--- config.mk ---
export PLATFORM = sky130hd
export DESIGN_NAME = mc_control_unit
export DESIGN_NICKNAME = d
export VERILOG_FILES = /design/src/rtl/mc_control_unit.sv
export SDC_FILE = /design/constraint.sdc
export NUM_CORES = 1
export LEC_CHECK = 0
export ABC_AREA = 1
export CAP_MARGIN = 10
export CORE_ASPECT_RATIO = 1.5
export CORE_MARGIN = 8
export CORE_UTILIZATION = 48
export DETAILED_ROUTE_END_ITERATION = 16
export PLACE_DENSITY = 0.93
export SETUP_SLACK_MARGIN = 0.2
export SYNTH_ARGS = -nofsm -noshare
export SYNTH_HDL_FRONTEND = slang
export SYNTH_SLANG_ARGS = --single-unit
--- constraint.sdc ---
create_clock -name clk -period 3.77 [get_ports clk]
set_input_delay 0.377 -clock clk [delete_from_list [all_inputs] [get_ports clk]]
set_output_delay 0.377 -clock clk [all_outputs]
set_load 0.005 [all_outputs]
--- src/rtl/mc_control_unit.sv ---
// Multicycle ARM-subset control unit.
// Sequences fetch/decode/execute/memory/writeback through a two-process FSM,
// decodes the ALU command, keeps the NZCV flag register, evaluates condition
// codes and watches memory handshakes for a timeout.
// Ports:
//   clk, Reset          clock, synchronous active-high reset
//   Cond, ALUFlags      instruction condition field, {N,Z,C,V} from the ALU
//   Op, Funct, Rd       instruction class, bits [25:20], destination register
//   MemReady            memory finishes the current access this cycle
//   PCWrite, RegWrite, MemWrite, IRWrite   write enables
//   AdrSrc, ALUSrcA, ALUSrcB, ResultSrc, ImmSrc, RegSrc   datapath selects
//   ALUCtrl             ALU operation (width ALUCTRL_W, 3 adds EOR)
//   MemReq              memory access request
//   Fault               sticky fault (undefined instruction or memory timeout)
module mc_control_unit #(
  parameter int unsigned ALUCTRL_W = 2,
  parameter int unsigned TIMEOUT   = 15
) (
  input  logic                 clk,
  input  logic                 Reset,
  input  logic [3:0]           Cond,
  input  logic [3:0]           ALUFlags,
  input  logic [1:0]           Op,
  input  logic [5:0]           Funct,
  input  logic [3:0]           Rd,
  input  logic                 MemReady,
  output logic                 PCWrite,
  output logic                 RegWrite,
  output logic                 MemWrite,
  output logic                 IRWrite,
  output logic                 AdrSrc,
  output logic                 ALUSrcA,
  output logic [1:0]           ALUSrcB,
  output logic [1:0]           ResultSrc,
  output logic [1:0]           ImmSrc,
  output logic [1:0]           RegSrc,
  output logic [ALUCTRL_W-1:0] ALUCtrl,
  output logic                 MemReq,
  output logic                 Fault
);

  typedef enum logic [3:0] {
    FETCH, DECODE, MEMADR, MEMRD, MEMWB, MEMWR,
    EXECR, EXECI, ALUWB, BRANCH, FAULT
  } state_t;

  localparam int unsigned CNT_W = $clog2(TIMEOUT + 1);

  state_t               state, next_state;
  logic [3:0]           flags;      // {N,Z,C,V}
  logic                 cond_ex, cond_ex_r;
  logic [CNT_W-1:0]     wait_cnt;
  logic                 timeout;
  logic [ALUCTRL_W-1:0] alu_dec;
  logic                 alu_ok, arith, no_write;

  assign ImmSrc  = Op;
  assign RegSrc  = {Op == 2'b01, Op == 2'b10};
  assign timeout = (wait_cnt == CNT_W'(TIMEOUT));

  // Condition evaluation against the stored flags
  always_comb begin
    logic n, z, c, v;
    {n, z, c, v} = flags;
    cond_ex = 1'b0;
    case (Cond)
      4'b0000: cond_ex = z;
      4'b0001: cond_ex = ~z;
      4'b0010: cond_ex = c;
      4'b0011: cond_ex = ~c;
      4'b0100: cond_ex = n;
      4'b0101: cond_ex = ~n;
      4'b0110: cond_ex = v;
      4'b0111: cond_ex = ~v;
      4'b1000: cond_ex = c & ~z;
      4'b1001: cond_ex = ~c | z;
      4'b1010: cond_ex = (n == v);
      4'b1011: cond_ex = (n != v);
      4'b1100: cond_ex = ~z & (n == v);
      4'b1101: cond_ex = z | (n != v);
      4'b1110: cond_ex = 1'b1;
      default: cond_ex = 1'b0;
    endcase
  end

  // ALU command decode from Funct[4:1]
  always_comb begin
    alu_dec  = '0;
    alu_ok   = 1'b1;
    arith    = 1'b0;
    no_write = 1'b0;
    case (Funct[4:1])
      4'b0100: begin alu_dec = ALUCTRL_W'(2'b00); arith = 1'b1; end
      4'b0010: begin alu_dec = ALUCTRL_W'(2'b01); arith = 1'b1; end
      4'b0000: alu_dec = ALUCTRL_W'(2'b10);
      4'b1100: alu_dec = ALUCTRL_W'(2'b11);
      4'b1010: begin alu_dec = ALUCTRL_W'(2'b01); arith = 1'b1; no_write = 1'b1; end
      4'b0001: begin
        if (ALUCTRL_W == 3) alu_dec = ALUCTRL_W'(3'b100);
        else                alu_ok  = 1'b0;
      end
      default: alu_ok = 1'b0;
    endcase
  end

  always_ff @(posedge clk) begin
    if (Reset) state <= FETCH;
    else       state <= next_state;
  end

  always_comb begin
    next_state = state;
    PCWrite    = 1'b0;
    RegWrite   = 1'b0;
    MemWrite   = 1'b0;
    IRWrite    = 1'b0;
    AdrSrc     = 1'b0;
    ALUSrcA    = 1'b0;
    ALUSrcB    = 2'b00;
    ResultSrc  = 2'b00;
    ALUCtrl    = '0;
    MemReq     = 1'b0;
    Fault      = 1'b0;
    case (state)
      FETCH: begin
        ALUSrcA   = 1'b1;
        ALUSrcB   = 2'b10;
        ResultSrc = 2'b10;
        MemReq    = 1'b1;
        if (MemReady) begin
          IRWrite    = 1'b1;
          PCWrite    = 1'b1;
          next_state = DECODE;
        end
      end
      DECODE: begin
        ALUSrcA   = 1'b1;
        ALUSrcB   = 2'b10;
        ResultSrc = 2'b10;
        case (Op)
          2'b01:   next_state = MEMADR;
          2'b00:   next_state = !alu_ok ? FAULT : (Funct[5] ? EXECI : EXECR);
          2'b10:   next_state = BRANCH;
          default: next_state = FAULT;
        endcase
      end
      MEMADR: begin
        ALUSrcB    = 2'b01;
        next_state = Funct[0] ? MEMRD : MEMWR;
      end
      MEMRD: begin
        AdrSrc = 1'b1;
        MemReq = 1'b1;
        if (MemReady) next_state = MEMWB;
      end
      MEMWB: begin
        ResultSrc  = 2'b01;
        RegWrite   = cond_ex_r;
        next_state = FETCH;
      end
      MEMWR: begin
        AdrSrc   = 1'b1;
        MemReq   = 1'b1;
        MemWrite = cond_ex_r;
        if (MemReady) next_state = FETCH;
      end
      EXECR: begin
        ALUCtrl    = alu_dec;
        next_state = ALUWB;
      end
      EXECI: begin
        ALUSrcB    = 2'b01;
        ALUCtrl    = alu_dec;
        next_state = ALUWB;
      end
      ALUWB: begin
        RegWrite   = cond_ex_r & ~no_write;
        PCWrite    = cond_ex_r & (Rd == 4'd15) & ~no_write;
        next_state = FETCH;
      end
      BRANCH: begin
        ALUSrcB    = 2'b01;
        ResultSrc  = 2'b10;
        PCWrite    = cond_ex_r;
        next_state = FETCH;
      end
      FAULT:   Fault = 1'b1;
      default: next_state = FAULT;
    endcase
    // A timed-out access must not complete: override the transition and any write
    if (timeout) begin
      next_state = FAULT;
      PCWrite    = 1'b0;
      RegWrite   = 1'b0;
      MemWrite   = 1'b0;
      IRWrite    = 1'b0;
    end
    if (Reset) begin
      PCWrite  = 1'b0;
      RegWrite = 1'b0;
      MemWrite = 1'b0;
      IRWrite  = 1'b0;
    end
  end

  // Counts consecutive stalled cycles within one memory-access state
  always_ff @(posedge clk) begin
    if (Reset || MemReady || (next_state != state)) wait_cnt <= '0;
    else if (MemReq)                                 wait_cnt <= wait_cnt + CNT_W'(1);
  end

  always_ff @(posedge clk) begin
    if (Reset)                    cond_ex_r <= 1'b0;
    else if (state == DECODE)     cond_ex_r <= cond_ex;
  end

  always_ff @(posedge clk) begin
    if (Reset) begin
      flags <= '0;
    end else if ((state == EXECR || state == EXECI) && cond_ex_r) begin
      if (Funct[0])         flags[3:2] <= ALUFlags[3:2];
      if (Funct[0] & arith) flags[1:0] <= ALUFlags[1:0];
    end
  end

endmodule

==> results.sh, run 1 <==
export IMPL_crit_required_ns=3.39
export IMPL_cts_num_sinks=13
export IMPL_antennaDiodeCount=0
export IMPL_gp_congestion=0.976
export IMPL_ys_seq_elements=13
export IMPL_tns_ns=0
export IMPL_max_stage_delay_ns=0.52
export IMPL_dp_slack_ns=1.43
export IMPL_multi_input_area_sq_um=768
export IMPL_drt_iter0_drc=51
export IMPL_grt_antenna_before_repair=0
export IMPL_ys_seq_area_frac=0.222
export IMPL_clk_pin_slew_ns=0.08
export IMPL_grt_max_degree=14
export IMPL_hold_path_class="flip-flop to flip-flop"
export IMPL_fmax_mhz=402
export IMPL_syn_num_nets=230
export IMPL_vdd_ir_drop_worst_v=0.000360
export IMPL_ys_types=26
export IMPL_hpwl_microns=2780
export IMPL_worst_slack_ns=1.28
export IMPL_rsz0062_at_grt="false"
export IMPL_wire_per_inst_microns=12.3
export IMPL_startpoint_type="flip-flop"
export IMPL_ctsHtreeMaxLevel=1
export IMPL_final_layout_size_suffix_gt1_frac=0.0772
export IMPL_cts_buffer_depth=2
export IMPL_globalRouteOverflowTotal=0
export IMPL_grt_use_total=0.155
export IMPL_slew_headroom=0.688
export IMPL_layout_commonest_cell="nand2_1"
export IMPL_slew_violations=0
export IMPL_vias=1405
export IMPL_layout_filler_cells=210
export IMPL_period_share=0.659
export IMPL_post_cts_buffers=0
export IMPL_ys_warn_count=0
export IMPL_design_die_area_sq_mm=0.00431
export IMPL_p_leak_nw=0.744
export IMPL_cts_repair_resized=0
export IMPL_crit_slowest_cell="clkdlybuf4s50_1"
export IMPL_cts_inserted_buffers=3
export IMPL_grt_pass1_wl_microns=5760
export IMPL_drt_pass1_iter_count=4
export IMPL_die_y_microns=76.5
export IMPL_die_w_microns=56.3
export IMPL_period_needed_ns=2.49
export IMPL_start_util=0.489
export IMPL_holdWs_ns=0.501
export IMPL_crit_type="flip-flop to output pin"
export IMPL_worstPathCellList="nor2_1 -> inv_1 -> nor2_1 -> o21ai_0 -> o21ai_0 -> nand2_1 -> a21oi_1 -> clkdlybuf4s50_1"
export IMPL_syn_avg_cell_area_sq_um=5.69
export IMPL_core_area_sq_mm=0.00239
export IMPL_syn_cell_area_sq_mm=0.00117
export IMPL_worst_pin_slew_ns=0.467
export IMPL_syn_instance_count=206
export IMPL_insertion_delay_ns=0.27
export IMPL_fin_area_sq_mm=0.00159
export IMPL_fin_skew_ns=0.00426
export IMPL_root_buffer="clkbuf_4"
export IMPL_area_growth_pct=36.1
export IMPL_wirelength_microns=3320
export IMPL_dpl_cell_area_sq_mm=0.00157
export IMPL_setup_viol=0
export IMPL_avgViaCountPerCell=5.20
export IMPL_drcViolationCount=0
export IMPL_layout_common_cells="nand2_1 (54), clkdlybuf4s50_1 (40), nor2_1 (39)"
export IMPL_drv_cap=0
export IMPL_power_density_mw_per_mm2=276
export IMPL_critPathArrivalTime_ns=2.11
export IMPL_final_hold_viol_count=0
export IMPL_cts_tree="done"
export IMPL_io_pins=41
export IMPL_register_area_sq_um=260
export IMPL_port_buffers=40
export IMPL_r2r_slack_ns=1.97
export IMPL_num_rows=22
export IMPL_grt_pass1_vias=1351
export IMPL_critPathCaptureType="output pin"
export IMPL_ant_nets=0
export IMPL_ctsHoldBuffers=0
export IMPL_critical_path_peak_fanout=13
export IMPL_layout_nets=271
export IMPL_status="finished, final reports clean"
-- state kept, by name, summed over array words and instances (netlist names) --
name       count
wait_cnt       4
state          4
flags          4
cond_ex_r      1
-- critical path, delay by kind of cell (launching register included) --
| family | cells | cell delay (ns) |
|---|---|---|
| compound gates | 3 | 0.41 |
| buf+inv | 2 | 0.62 |
| flops | 1 | 0.46 |
| simple gates | 3 | 0.37 |
-- synthesized netlist by cell type --
| library cell | n | share of area |
|---|---|---|
| xnor2_1 | 3 | 0.022 |
| nand4_1 | 6 | 0.032 |
| o21bai_1 | 1 | 0.0064 |
| dfxtp_1 | 13 | 0.22 |
| nand2_2 | 4 | 0.021 |
| o21ai_0 | 10 | 0.043 |
| xor2_1 | 1 | 0.0075 |
| nand3b_1 | 1 | 0.0064 |
| inv_1 | 27 | 0.087 |
| nand3_1 | 17 | 0.073 |
| buf_4 | 3 | 0.019 |
| buf_6 | 1 | 0.0096 |
| mux2_2 | 1 | 0.0096 |
| nand2_1 | 54 | 0.17 |
| o21ai_2 | 1 | 0.0075 |
| inv_2 | 2 | 0.0064 |
| nand3_2 | 1 | 0.0085 |
| a21oi_1 | 10 | 0.043 |
| nor2_1 | 39 | 0.12 |
| ha_1 | 1 | 0.011 |
| nor2_4 | 2 | 0.019 |
| o211ai_1 | 1 | 0.0064 |
| o211ai_2 | 1 | 0.011 |
| nor3_1 | 1 | 0.0043 |
| nor2_2 | 4 | 0.021 |
| o22ai_1 | 1 | 0.0053 |
-- through the flow --
step / utilization / power [mW] / instances
2_1_floorplan: - / 0.275 / 206
3_3_place_gp: 0.655 / 0.353 / 266
3_5_place_dp: 0.655 / 0.355 / 266
4_1_cts: 0.666 / 0.443 / 270
5_1_grt: 0.666 / 0.472 / 270
6_report: 0.666 / 0.440 / 270
-- path summary, 6_finish.rpt --
| path | startpoint | endpoint | cells after the start |
|---|---|---|---|
| max | state[1]$_SDFF_PP0_ | PCWrite | 8 |
| min | flags[0]$_SDFFE_PP0P_ | flags[0]$_SDFFE_PP0P_ | 2 |
| max reg2reg | state[1]$_SDFF_PP0_ | wait_cnt[2]$_SDFFE_PP0P_ | 12 |
| min reg2reg | flags[0]$_SDFFE_PP0P_ | flags[0]$_SDFFE_PP0P_ | 2 |
-- where the power goes --
group	leakage, nW	internal [mW]	switching [mW]	total (mW)
Clock	0.0150	0.0409	0.0463	0.0873
Combinational	0.623	0.0936	0.101	0.195
Sequential	0.105	0.145	0.0135	0.158
-- cell families (layout without fill, tap and decap cells) --
logic type               after synthesis  count (layout)  synth area share
XOR/XNOR                               4               4            0.0299
AO/OA/AOI/OAI                         25              25             0.122
multiplexers                           1               1           0.00961
flip-flops                            13              13             0.222
buffers and inverters                 33              73             0.122
AND/OR/NAND/NOR                      129             129             0.484
adder cells (fa/ha/maj)                1               1            0.0107
-- cell type report --
cell class / count / area share
multi-input cells: 160 / 0.482
clock buffers: 4 / 0.0165
repair buffers: 40 / 0.251
flip-flops and latches: 13 / 0.163
inverters: 29 / 0.0683
well taps: 24 / 0.0188
-- per-layer routing --
metal,global-route usage,vias up,wire (microns)
li1,-,734,-
met1,0.163,613,1330
met2,0.293,50,1720
met3,0.0317,8,194
met4,0.0386,0,68
met5,0,-,0
(Power assumes the default switching activity.)
==> run 2: changes to the inputs <==
--- a/config.mk
+++ b/config.mk
@@ -9,9 +9,9 @@
 export CAP_MARGIN = 10
 export CORE_ASPECT_RATIO = 1.5
 export CORE_MARGIN = 8
-export CORE_UTILIZATION = 48
+export CORE_UTILIZATION = 45
 export DETAILED_ROUTE_END_ITERATION = 16
-export PLACE_DENSITY = 0.93
+export PLACE_DENSITY = 0.89
 export SETUP_SLACK_MARGIN = 0.2
 export SYNTH_ARGS = -nofsm -noshare
 export SYNTH_HDL_FRONTEND = slang
==> constraint.sdc (replaced) <==
create_clock -name clk -period 2.3 [get_ports clk]
set_input_delay 0.23 -clock clk [delete_from_list [all_inputs] [get_ports clk]]
set_output_delay 0.23 -clock clk [all_outputs]
set_load 0.005 [all_outputs]
==> run 2 against run 1 <==
Net effect: clock power is 68% higher; non-clock buffer count grew 6; sequential cell count is the same; global-route usage increased by 1.0 points; highest routed layer unchanged.
==> results.sh, run 2 (synthesis results as in run 1) <==
export IMPL_status="finished, final reports clean"
export IMPL_use_met3=0.0457
export IMPL_wirelength_microns=3650
export IMPL_cts_buffer_depth=2
export IMPL_area_growth_pct=41.7
export IMPL_crit_type="flip-flop to output pin"
export IMPL_ant_nets=0
export IMPL_tns_ns=0
export IMPL_multi_input_area_sq_um=786
export IMPL_worstPathCellList="buf_4 -> nor2_4 -> nand3_1 -> o211ai_1 -> clkdlybuf4s50_1"
export IMPL_fin_area_sq_mm=0.00166
export IMPL_critical_path_top_delay_family="buffers and inverters"
export IMPL_top_regs="flags: 4 flops, state: 4 flops, wait_cnt: 4 flops"
export IMPL_max_stage_delay_ns=0.54
export IMPL_drt_iter0_drc=65
export IMPL_ctsHtreeMaxLevel=1
export IMPL_vias=1450
export IMPL_layout_filler_cells=207
export IMPL_fin_skew_ns=0.00390
export IMPL_insertion_delay_ns=0.28
export IMPL_slew_headroom=0.791
export IMPL_grt_max_degree=13
export IMPL_cts_tree="done"
export IMPL_setup_worst_path_start="state[3]$_SDFF_PP0_"
export IMPL_critPathBufInv=2
export IMPL_critPathArrivalTime_ns=1.80
export IMPL_layout_nets=277
export IMPL_critical_path_peak_fanout=7
export IMPL_die_y_microns=78.5
export IMPL_cts_inserted_buffers=3
export IMPL_fmax_mhz=494
export IMPL_critPathCaptureType="output pin"
export IMPL_grtUsageMet2=0.305
export IMPL_period_needed_ns=2.03
export IMPL_io_pins=41
export IMPL_core_area_sq_mm=0.00245
export IMPL_drcViolationCount=0
export IMPL_drv_cap=0
export IMPL_hold_path_class="flip-flop to flip-flop"
export IMPL_worstReg2RegEnd="wait_cnt[1]$_SDFFE_PP0P_"
export IMPL_layout_commonest_cell="nand2_1"
export IMPL_setup_viol=0
export IMPL_antennaDiodeCount=0
export IMPL_layout_common_cells="nand2_1 (54), nor2_1 (38), clkdlybuf4s50_1 (37)"
export IMPL_r2r_slack_ns=0.50
export IMPL_crit_slowest_cell="clkdlybuf4s50_1"
export IMPL_port_buffers=40
export IMPL_ff2ff_path_depth=11
export IMPL_power_density_mw_per_mm2=448
export IMPL_grt_pass1_vias=1355
export IMPL_cts_num_sinks=13
export IMPL_register_area_sq_um=263
export IMPL_gp_congestion=0.970
export IMPL_num_rows=22
export IMPL_root_buffer="clkbuf_4"
export IMPL_startpoint_type="flip-flop"
export IMPL_start_util=0.478
export IMPL_wire_per_inst_microns=13.2
export IMPL_rsz0062_at_grt="false"
export IMPL_clk_pin_slew_ns=0.08
export IMPL_avgViaCountPerCell=5.25
export IMPL_final_hold_viol_count=0
export IMPL_hpwl_microns=2920
export IMPL_period_share=0.881
export IMPL_path_depth=5
export IMPL_die_w_microns=57.7
export IMPL_grt_pass1_wl_microns=6050
export IMPL_globalRouteOverflowTotal=0
export IMPL_top_usage_layer="met2"
export IMPL_final_layout_size_suffix_gt1_frac=0.119
export IMPL_grt_use_total=0.165
export IMPL_grt_antenna_before_repair=0
export IMPL_slew_violations=0
export IMPL_use_met1=0.169
export IMPL_vdd_ir_drop_worst_v=0.000384
export IMPL_crit_path_end="ALUSrcB[0]"
export IMPL_worst_pin_slew_ns=0.312
export IMPL_design_die_area_sq_mm=0.00452
export IMPL_crit_required_ns=2.07
export IMPL_dpl_cell_area_sq_mm=0.00160
export IMPL_r2r_start="wait_cnt[0]$_SDFFE_PP0P_"
export IMPL_p_leak_nw=0.785
export IMPL_drt_pass1_iter_count=4
[run 2: worst reg2reg max path: stages (launching register included)]
cell	delay (ns)
dfxtp_1	0.34
ha_1	0.21
nand3_1	0.15
buf_4	0.17
nand2_1	0.08
nor2_1	0.24
nand3_1	0.13
nand2_1	0.10
nand2_1	0.06
nor2_2	0.09
nand2_2	0.08
nor2_1	0.09
[run 2: stage by stage]
stage	util	setup WS [ns]	power (mW)	hold WS, ns	cells
3_3_place_gp	0.652	0.290	0.585	0.482	270
2_1_floorplan	-	0.873	0.451	0.299	206
5_1_grt	0.677	0.207	0.796	0.542	276
4_1_cts	0.671	0.290	0.735	0.510	276
3_5_place_dp	0.652	0.241	0.589	0.495	270
6_report	0.677	0.275	0.743	0.502	276
[run 2: worst min path at each step]
stage | startpoint | end | cells after the start
final | flags[1]$_SDFFE_PP0P_ | flags[1]$_SDFFE_PP0P_ | 2
after global routing | flags[1]$_SDFFE_PP0P_ | flags[1]$_SDFFE_PP0P_ | 2
after CTS | flags[1]$_SDFFE_PP0P_ | flags[1]$_SDFFE_PP0P_ | 2
after detailed placement | flags[1]$_SDFFE_PP0P_ | flags[1]$_SDFFE_PP0P_ | 2
after global placement | flags[1]$_SDFFE_PP0P_ | flags[1]$_SDFFE_PP0P_ | 2
after floorplan | Reset | cond_ex_r$_SDFFE_PP0P_ | 1
[run 2: power breakdown]
group	switching, mW	leakage (nW)	internal (mW)
Clock	0.0796	0.0150	0.0674
Combinational	0.186	0.664	0.159
Sequential	0.0136	0.106	0.238
[run 2: repair_timing]
| action | CTS | global route |
|---|---|---|
| hold buffers | 0 | 0 |
| setup endpoints to repair | 3 | 4 |
| setup buffers | 2 | 0 |
| resized for setup | 7 | 4 |
[run 2: cell type report]
type / instances / share of cell area
tap: 24 / 0.0181
sequential: 13 / 0.158
clock buffer: 4 / 0.0158
timing repair buffer: 46 / 0.268
multi-input combinational: 160 / 0.474
inverter: 29 / 0.0656
[run 2: metal layers]
layer	part of all wire	up-vias
met1	0.38	645
li1	-	750
met5	0	-
met4	0.031	0
met2	0.53	42
met3	0.058	13
